**src/rtl/blood_anim_ctrl_pkg.sv**
```systemverilog
// Shared definitions for the blood splatter animation controller:
// sprite geometry, the transparent colour key and the FSM state encoding.
package blood_anim_ctrl_pkg;

   localparam int          SPRITE_SIZE = 64;
   localparam logic [11:0] TRANSPARENT = 12'h000;

   typedef enum logic {
      ST_IDLE = 1'b0,
      ST_PLAY = 1'b1
   } state_e;

endpackage

```
**src/rtl/blood_anim_ctrl_if.sv**
```systemverilog
// Sprite ROM bus between the animation controller and the frame-selected
// 64x64 sprite ROM.
//   rom_frame : sprite frame select  (controller -> ROM)
//   rom_row   : row within sprite    (controller -> ROM)
//   rom_col   : column within sprite (controller -> ROM)
//   rom_data  : 12-bit colour, valid one clk after the address (ROM -> controller)
interface blood_anim_ctrl_if;
   logic [3:0]  rom_frame;
   logic [5:0]  rom_row;
   logic [5:0]  rom_col;
   logic [11:0] rom_data;

   modport master (output rom_frame, rom_row, rom_col, input rom_data);
   modport slave  (input rom_frame, rom_row, rom_col, output rom_data);
endinterface

```
**src/rtl/blood_pixel_window.sv**
```systemverilog
// Per-pixel sprite window: decides whether the current pixel lies inside the
// displayed 64x64 sprite box, produces the sprite-relative ROM row/column,
// and delays the in-box flag by one clk to line up with the ROM data.
//   clk, reset          : clock, synchronous active-high reset
//   disp_active         : a sprite is being displayed this video frame
//   disp_x, disp_y      : displayed sprite top-left
//   x, y, video_on      : current pixel coordinate and active-video flag
//   rom_row, rom_col    : sprite-relative address (combinational)
//   in_box_d            : in-box flag, registered once
module blood_pixel_window
   import blood_anim_ctrl_pkg::*;
(
   input  logic       clk,
   input  logic       reset,
   input  logic       disp_active,
   input  logic [9:0] disp_x,
   input  logic [9:0] disp_y,
   input  logic [9:0] x,
   input  logic [9:0] y,
   input  logic       video_on,
   output logic [5:0] rom_row,
   output logic [5:0] rom_col,
   output logic       in_box_d
);

   logic [10:0] x_end;
   logic [10:0] y_end;
   logic [9:0]  x_off;
   logic [9:0]  y_off;
   logic        in_box;

   // 11-bit ends so a sprite near 1023 does not wrap back to column 0.
   assign x_end = {1'b0, disp_x} + 11'(SPRITE_SIZE);
   assign y_end = {1'b0, disp_y} + 11'(SPRITE_SIZE);

   assign in_box = disp_active && video_on
                   && (x >= disp_x) && ({1'b0, x} < x_end)
                   && (y >= disp_y) && ({1'b0, y} < y_end);

   assign x_off   = x - disp_x;
   assign y_off   = y - disp_y;
   assign rom_col = x_off[5:0];
   assign rom_row = y_off[5:0];

   always_ff @(posedge clk) begin
      if (reset) in_box_d <= 1'b0;
      else       in_box_d <= in_box;
   end

endmodule

```
**src/rtl/blood_anim_ctrl.sv**
```systemverilog
// Blood splatter animation controller. A hit starts (or restarts) a
// NUM_FRAMES-frame sprite animation at the given origin, advancing one sprite
// frame every TICKS_PER_FRAME video frames. Display registers are only
// reloaded at vblank so a sprite never tears mid-frame.
//   clk, reset          : clock, synchronous active-high reset
//   frame_tick          : one-cycle pulse at vblank start
//   hit, hit_x, hit_y   : effect request and sprite top-left
//   x, y, video_on      : current pixel coordinate and active-video flag
//   rom                 : sprite ROM bus (master side)
//   blood_on, blood_rgb : sprite pixel valid / colour, one clk after x/y
//   busy                : animation in progress
//
// state   | meaning
// IDLE    | no effect running
// PLAY    | animation advancing on frame_tick
module blood_anim_ctrl
   import blood_anim_ctrl_pkg::*;
#(
   parameter int NUM_FRAMES      = 15,
   parameter int TICKS_PER_FRAME = 4
) (
   input  logic                     clk,
   input  logic                     reset,
   input  logic                     frame_tick,
   input  logic                     hit,
   input  logic [9:0]               hit_x,
   input  logic [9:0]               hit_y,
   input  logic [9:0]               x,
   input  logic [9:0]               y,
   input  logic                     video_on,
   blood_anim_ctrl_if.master        rom,
   output logic                     blood_on,
   output logic [11:0]              blood_rgb,
   output logic                     busy
);

   state_e     state_q, state_d;
   logic [3:0] frame_idx_q, frame_idx_d;
   logic [3:0] tick_cnt_q, tick_cnt_d;
   logic [9:0] org_x_q, org_x_d;
   logic [9:0] org_y_q, org_y_d;

   logic       disp_active_q;
   logic [3:0] disp_frame_q;
   logic [9:0] disp_x_q;
   logic [9:0] disp_y_q;

   logic       in_box_d;
   logic [5:0] win_row;
   logic [5:0] win_col;

   always_ff @(posedge clk) begin
      if (reset) begin
         state_q       <= ST_IDLE;
         frame_idx_q   <= '0;
         tick_cnt_q    <= '0;
         org_x_q       <= '0;
         org_y_q       <= '0;
         disp_active_q <= 1'b0;
         disp_frame_q  <= '0;
         disp_x_q      <= '0;
         disp_y_q      <= '0;
      end else begin
         state_q     <= state_d;
         frame_idx_q <= frame_idx_d;
         tick_cnt_q  <= tick_cnt_d;
         org_x_q     <= org_x_d;
         org_y_q     <= org_y_d;
         // Snapshot the post-update values so the new frame shows this vblank.
         if (frame_tick) begin
            disp_active_q <= (state_d == ST_PLAY);
            disp_frame_q  <= frame_idx_d;
            disp_x_q      <= org_x_d;
            disp_y_q      <= org_y_d;
         end
      end
   end

   always_comb begin
      state_d     = state_q;
      frame_idx_d = frame_idx_q;
      tick_cnt_d  = tick_cnt_q;
      org_x_d     = org_x_q;
      org_y_d     = org_y_q;
      if (hit) begin
         // A hit always wins over a simultaneous frame_tick.
         state_d     = ST_PLAY;
         frame_idx_d = '0;
         tick_cnt_d  = '0;
         org_x_d     = hit_x;
         org_y_d     = hit_y;
      end else if (state_q == ST_PLAY && frame_tick) begin
         if (tick_cnt_q == 4'(TICKS_PER_FRAME - 1)) begin
            tick_cnt_d = '0;
            if (frame_idx_q == 4'(NUM_FRAMES - 1)) begin
               state_d     = ST_IDLE;
               frame_idx_d = '0;
            end else begin
               frame_idx_d = frame_idx_q + 4'd1;
            end
         end else begin
            tick_cnt_d = tick_cnt_q + 4'd1;
         end
      end
   end

   always_comb begin
      busy      = (state_q == ST_PLAY);
      blood_on  = in_box_d && (rom.rom_data != TRANSPARENT);
      blood_rgb = (in_box_d && (rom.rom_data != TRANSPARENT)) ? rom.rom_data : TRANSPARENT;
   end

   blood_pixel_window u_window (
      .clk         (clk),
      .reset       (reset),
      .disp_active (disp_active_q),
      .disp_x      (disp_x_q),
      .disp_y      (disp_y_q),
      .x           (x),
      .y           (y),
      .video_on    (video_on),
      .rom_row     (win_row),
      .rom_col     (win_col),
      .in_box_d    (in_box_d)
   );

   assign rom.rom_frame = disp_frame_q;
   assign rom.rom_row   = win_row;
   assign rom.rom_col   = win_col;

endmodule

```
**src/flat_wrapper.sv**
```systemverilog
// flat-port wrapper written by rule: the top's interface ports become plain ports
module blood_anim_ctrl_flat import blood_anim_ctrl_pkg::*;
#(
   parameter int NUM_FRAMES      = 15,
   parameter int TICKS_PER_FRAME = 4
)
  (clk, reset, frame_tick, hit, hit_x, hit_y, x, y, video_on, blood_on, blood_rgb, busy, rom_rom_frame, rom_rom_row, rom_rom_col, rom_rom_data);
  blood_anim_ctrl_if rom_i ();
  input  logic clk;
  input  logic reset;
  input  logic frame_tick;
  input  logic hit;
  input  logic [9:0] hit_x;
  input  logic [9:0] hit_y;
  input  logic [9:0] x;
  input  logic [9:0] y;
  input  logic video_on;
  output logic blood_on;
  output logic [11:0] blood_rgb;
  output logic busy;
  output wire logic [$bits(rom_i.rom_frame)-1:0] rom_rom_frame;
  output wire logic [$bits(rom_i.rom_row)-1:0] rom_rom_row;
  output wire logic [$bits(rom_i.rom_col)-1:0] rom_rom_col;
  input wire logic [$bits(rom_i.rom_data)-1:0] rom_rom_data;
  assign rom_rom_frame = rom_i.rom_frame;
  assign rom_rom_row = rom_i.rom_row;
  assign rom_rom_col = rom_i.rom_col;
  assign rom_i.rom_data = rom_rom_data;
  blood_anim_ctrl #(.NUM_FRAMES(NUM_FRAMES), .TICKS_PER_FRAME(TICKS_PER_FRAME)) u_core (.clk(clk), .reset(reset), .frame_tick(frame_tick), .hit(hit), .hit_x(hit_x), .hit_y(hit_y), .x(x), .y(y), .video_on(video_on), .rom(rom_i), .blood_on(blood_on), .blood_rgb(blood_rgb), .busy(busy));
endmodule
```
**config.mk**
```make
export PLATFORM = sky130hd
export DESIGN_NAME = blood_anim_ctrl_flat
export DESIGN_NICKNAME = d
export VERILOG_FILES = /design/src/rtl/blood_anim_ctrl_pkg.sv /design/src/rtl/blood_anim_ctrl_if.sv /design/src/rtl/blood_pixel_window.sv /design/src/rtl/blood_anim_ctrl.sv /design/src/flat_wrapper.sv
export SDC_FILE = /design/constraint.sdc
export NUM_CORES = 1
export LEC_CHECK = 0
export BUFFER_PORTS_ARGS = -buffer_cell sky130_fd_sc_hd__buf_4
export CORE_UTILIZATION = 53
export CTS_CLUSTER_DIAMETER = 80
export DETAILED_ROUTE_END_ITERATION = 16
export PLACE_DENSITY = 0.81
export SYNTH_ARGS = -nofsm -noshare
export SYNTH_HDL_FRONTEND = slang
export SYNTH_SLANG_ARGS = --single-unit
export TNS_END_PERCENT = 100
```
**constraint.sdc**
```tcl
create_clock -name clk -period 2.65 [get_ports clk]
set_input_delay 0.53 -clock clk [delete_from_list [all_inputs] [get_ports clk]]
set_output_delay 0.53 -clock clk [all_outputs]
set_load 0.1 [all_outputs]
```
## After elaboration in Yosys (flattened, before gate mapping)

Cells that the tools add are included.

| word-level totals | value |
|---|---|
| bits in registers | 55 |
| input port bits | 57 |
| output and inout bits | 30 |

| operators by class | value |
|---|---|
| add/subtract/negate cells | 6 |
| $lt $le $gt $ge | 4 |
| eq/ne operators | 2 |
| multiplexer cells | 12 |
| reductions and logical operators | 9 |

Operators with widths:

| kind | number |
|---|---|
| adder 10 x 7 -> 11 bit (second input constant) | 2 |
| < comparator 10 x 11 -> 1 bit | 2 |
| greater-or-equal comparator 10 bit | 2 |
| two-way mux 10 bit | 2 |
| two-way mux 4 bit | 5 |
| two-way mux 12 bit | 1 |
| nonzero test 12 bit | 1 |
| subtractor 6 bit | 2 |
| adder 4 x 1 -> 4 bit (second input constant) | 2 |
| logical AND 1 bit | 7 |
| equality test 4 x 2 -> 1 bit (second input constant) | 1 |
| equality test 4 bit (second input constant) | 1 |
| two-way mux 1 bit | 4 |
| OR reduction 2 bit | 1 |

## Depth between registers and ports, before layout

| logic depth | value |
|---|---|
| word-level depth | 5 |
| depth in mapped cells | 9 |
| depth with buffers taken out | 9 |

## Hierarchy

From an unflattened synthesis, not the netlist that was laid out.

| second synthesis, totals | value |
|---|---|
| cell total of the unflattened synthesis | 360 |
| area, all modules | 3126.7 µm² |

Modules (own cells, without submodules):

| module | instances | cells an instance | area each (µm²) | seq. area each (µm²) |
|---|---|---|---|---|
| blood_anim_ctrl | 1 | 225 | 2099.5 | 1081.0 |
| blood_pixel_window | 1 | 135 | 1027.2 | 20.0 |

## Worst setup path before layout

OpenSTA, ideal clock, no wires.

| path | value |
|---|---|
| kind | input to output |
| from | in y[0] |
| to | out rom_rom_row[4] |
| arrival | 2.913 ns |
| data required time | 2.120 ns |
| path slack | -0.793 ns |
| stages on the path | 6 |
| buffers on the path | 0 |
| path through | inv_1 ha_1 fa_1 nand2b_1 a21oi_1 xor2_1 |

| between the ends | value |
|---|---|
| word-level cells in the longest chain between the ends | 1 |

RTL lines:

| element | line | RTL |
|---|---|---|
| from (decl) | flat_wrapper.sv:16 | `input logic [9:0] y;` |
| subtractor 6 bit | blood_pixel_window.sv:41 | `assign y_off = y - disp_y;` |
| to (decl) | flat_wrapper.sv:22 | `output wire logic [$bits(rom_i.rom_row)-1:0] rom_rom_row;` |

Every way passes these cells.

## Worst setup path after layout

| path | value |
|---|---|
| from | reg u_core.disp_y_q[1] |
| to | out rom_rom_row[5] |

| between the ends | value |
|---|---|
| word-level cells in the longest chain between the ends | 1 |

RTL lines:

| element | line | RTL |
|---|---|---|
| from (decl) | blood_anim_ctrl.sv:46 | `logic [9:0] disp_y_q;` |
| from (signal assigned) | blood_anim_ctrl.sv:74 | `disp_y_q <= org_y_d;` |
| subtractor 6 bit | blood_pixel_window.sv:41 |  |

Every way passes these cells.

==> impl_metrics.json <==
{
  "drive_gt1_share_pct": 27.9,
  "crit_required_ns": 2.12,
  "clockPowerShare_pct": 24.6,
  "r2r-start": "u_core.disp_y_q[6]",
  "post-route-util_pct": 74.1,
  "ios": 87,
  "crit_arrival_ns": 2.01,
  "setup_viol_count_final": 0,
  "grt-ovfl-total": 0,
  "die_x_um": 79.0,
  "antenna_found_initial": 0,
  "clk_pin_slew_ns": 0.10,
  "syn-cell-area_um2": 3140,
  "fin_crit_sh_pct": 95.9,
  "crit_fanout": 2,
  "synth-async-reset-ratio_pct": 0,
  "synth_top_family_by_area": "simple AND/OR/NAND/NOR gates",
  "reg2reg_to": "u_core.u_window.in_box_d",
  "root_buffer": "clkbuf_8",
  "core.rowCount": 27,
  "p_sw_uw": 827,
  "placed_area_um2": 3960,
  "synth.most_common_cell": "nor2_1",
  "ys_types": 47,
  "die_h_um": 79.0,
  "p_leak_uw": 0.00190,
  "yosys_most_used_dff": "dfxtp_1",
  "max_freq_ghz": 0.393,
  "via_per_inst": 5.25,
  "ys_ff_latch": 55,
  "synth.area.mux_share_pct": 7.05,
  "synth_adder_area_share_pct": 13.6,
  "synth-seq-area-share_pct": 35.1,
  "critPathCaptureType": "output port",
  "dr.first_iter.drc_count": 140,
  "yosys.area.top_type": "dfxtp_1",
  "grt_pass1_wl_um": 11100,
  "finalClockSkew_ns": 0.00339,
  "dieArea_um2": 6230,
  "grt_max_degree": 52,
  "numCtsBuffers": 5,
  "htreeDepth": 2,
  "slew_viol_final": 0,
  "drtPass1Iterations": 4,
  "status": "complete, no violations",
  "timing.setup.critical_path_class": "register to output port",
  "yosysTopAreaCellShare_pct": 35.1,
  "synth_compound_area_share_pct": 14.8,
  "powerDensity_nw_per_um2": 552,
  "drv_cap": 0,
  "routed_wl_um": 6720,
  "io_buffers": 86,
  "place_congestion": 0.890,
  "yosys.area_share.simple_pct": 20.2,
  "ir_worst_vdd_mv": 0.458,
  "drc": 0,
  "maxSlewHeadroom_pct": 67.8,
  "fillers": 439,
  "nets": 540,
  "numClockSinks": 55,
  "synth_commonest_cells": "nor2_1 (57), dfxtp_1 (55), inv_1 (32)",
  "synth_xor_area_share_pct": 3.07,
  "cts_tree": "yes",
  "ys_top_cells_by_area": "dfxtp_1 (35%), ha_1 (12%), nor2_1 (6.8%), mux2i_1 (6.7%), a211oi_1 (5.0%)",
  "hp-class": "register to register",
  "insertion_delay_ns": 0.31,
  "hp-start": "u_core.rom.rom_frame[1]",
  "synth_cells": 363,
  "initial_core_util_pct": 56.0,
  "seqPwrFrac_pct": 39.0,
  "dr_total_vias": 2747,
  "syn_avg_cell_area_um2": 8.65,
  "drt-wirelength-per-cell_um": 12.9,
  "critPathLaunchType": "register",
  "synth_fp_nets": 453,
  "intPower_uw": 1460,
  "dp_hpwl_um": 5120,
  "synth_edf_count": 0,
  "hold_violations": 0,
  "coreArea_um2": 5610,
  "timing.hold.ws_ns": 0.479,
  "layout_min_cycle_time_ns": 2.54,
  "p_comb_share_pct": 36.4,
  "hold_path_depth": 2,
  "cts_buffer_depth": 2,
  "yosysWarnings": 0,
  "grt_pass1_vias": 2525,
  "postRouteAntennaNets": 0,
  "reg2reg_depth": 8,
  "switching_share_pct": 36.1,
  "min_to": "u_core.rom.rom_frame[1]",
  "area_growth_pct": 32.3,
  "tightest_slew_ns": 0.483,
  "ff2ff_setup_slack_ns": 0.72,
  "antenna_cells": 0,
  "final_area_um2": 4150,
  "rsz0062_at_grt": "false",
  "grtUsageTotal_pct": 22.3
}
## cell usage in the layout (no fill, tap or decap), types with 3 or more instances in the layout
| master | synthesis | layout |
|---|---|---|
| nand3_1 | 6 | 5 |
| xnor2_1 | 8 | 4 |
| nor2_1 | 57 | 56 |
| buf_4 | 1 | 93 |
| a21oi_2 | 1 | 3 |
| inv_1 | 32 | 32 |
| o21ai_0 | 7 | 6 |
| buf_12 | 0 | 3 |
| nor3_1 | 4 | 4 |
| nand2b_1 | 3 | 3 |
| a211oi_1 | 21 | 21 |
| o211ai_1 | 3 | 3 |
| ha_1 | 31 | 30 |
| nor2b_1 | 5 | 5 |
| dfxtp_1 | 55 | 53 |
| a21oi_1 | 19 | 17 |
| nand4b_1 | 3 | 3 |
| clkbuf_8 | 0 | 5 |
| and2_1 | 13 | 13 |
| a21o_1 | 6 | 6 |
| nand2_1 | 11 | 11 |
| mux2i_1 | 21 | 21 |
| nand4_1 | 4 | 4 |
| nor4_1 | 4 | 4 |
## registers in the layout (all words and copies together), names as in the netlist
register,flops
u_core.busy,1
u_core.disp_active_q,1
u_core.disp_x_q,10
u_core.disp_y_q,10
u_core.frame_idx_q,4
u_core.org_x_q,10
u_core.org_y_q,10
u_core.rom.rom_frame,4
u_core.tick_cnt_q,4
u_core.u_window.in_box_d,1
## worst max path at each step
| stage | end | slack, ns | cells past startpoint | startpoint |
|---|---|---|---|---|
| finish | rom_rom_row[5] | 0.11 | 8 | u_core.disp_y_q[1] |
| CTS | rom_rom_row[5] | 0.002 | 8 | u_core.disp_y_q[1] |
| global route | rom_rom_row[4] | 0.001 | 6 | u_core.disp_y_q[0] |
| global placement | rom_rom_row[5] | -0.05 | 8 | y[1] |
| floorplan | rom_rom_row[4] | -0.34 | 6 | y[0] |
| detailed placement | rom_rom_row[5] | -0.08 | 8 | y[1] |
## metal layers
| metal | vias up | global-route usage, % | wire length (um) |
|---|---|---|---|
| met2 | 77 | 39.3 | 3280 |
| met1 | 1228 | 28.0 | 2990 |
| met5 | - | 0 | 0 |
| li1 | 1438 | - | - |
| met3 | 4 | 4.25 | 405 |
| met4 | 0 | 5.09 | 53 |
## final cells by class
class                      instances  area [um2]  area share (%)
multi-input combinational        259        1950            47.0
sequential                        55        1100            26.6
timing repair buffer              97         773            18.6
inverter                          32         120            2.89
tap                               72        90.1            2.17
clock buffer                       5        68.8            1.66
clock inverter                     3        46.3            1.11
## worst max-delay path: stages, from the launching register on
cell and delay, ns:
dfxtp_2 0.33, inv_1 0.08, ha_4 0.20, nor2b_1 0.12
o21ai_1 0.17, a21boi_1 0.10, or4_1 0.42, nand3_2 0.11
buf_12 0.17
## what timing repair did
item | 4_1_cts | 5_1_grt
setup buffers | 0 | 1
resized for setup | 7 | 12
endpoints found under the setup margin | 3 | 4
pin swaps | 0 | 1
hold buffers | 0 | 0
## cells by family (layout without fill, tap and decap cells)
logic type      count (synthesis)  after routing
xor+xnor                       11             11
compound gates                 69             69
flops                          55             55
fa+ha+maj                      33             33
mux                            22             22
buf+inv                        49            137
simple gates                  124            124
## per-stage QoR
stage / TNS (ns) / instances / setup WS (ns) / total power [uW]
final: 0 / 523 / 0.108 / 2290
after global routing: 0 / 523 / 0.00119 / 2400
after CTS: 0 / 522 / 0.00184 / 2280
after detailed placement: -0.0951 / 514 / -0.0760 / 1700
after global placement: -0.0473 / 514 / -0.0473 / 1680
after floorplan: -0.344 / 363 / -0.344 / 1490
## power by group through the flow
stage          clock [uW]  combinational [uW]  sequential [uW]
2_1_floorplan           0                 579              913
3_3_place_gp            0                 770              911
3_5_place_dp            0                 784              912
4_1_cts               578                 804              894
5_1_grt               608                 893              900
6_report              563                 835              894
No activity file was read; power rests on OpenSTA's default activity.
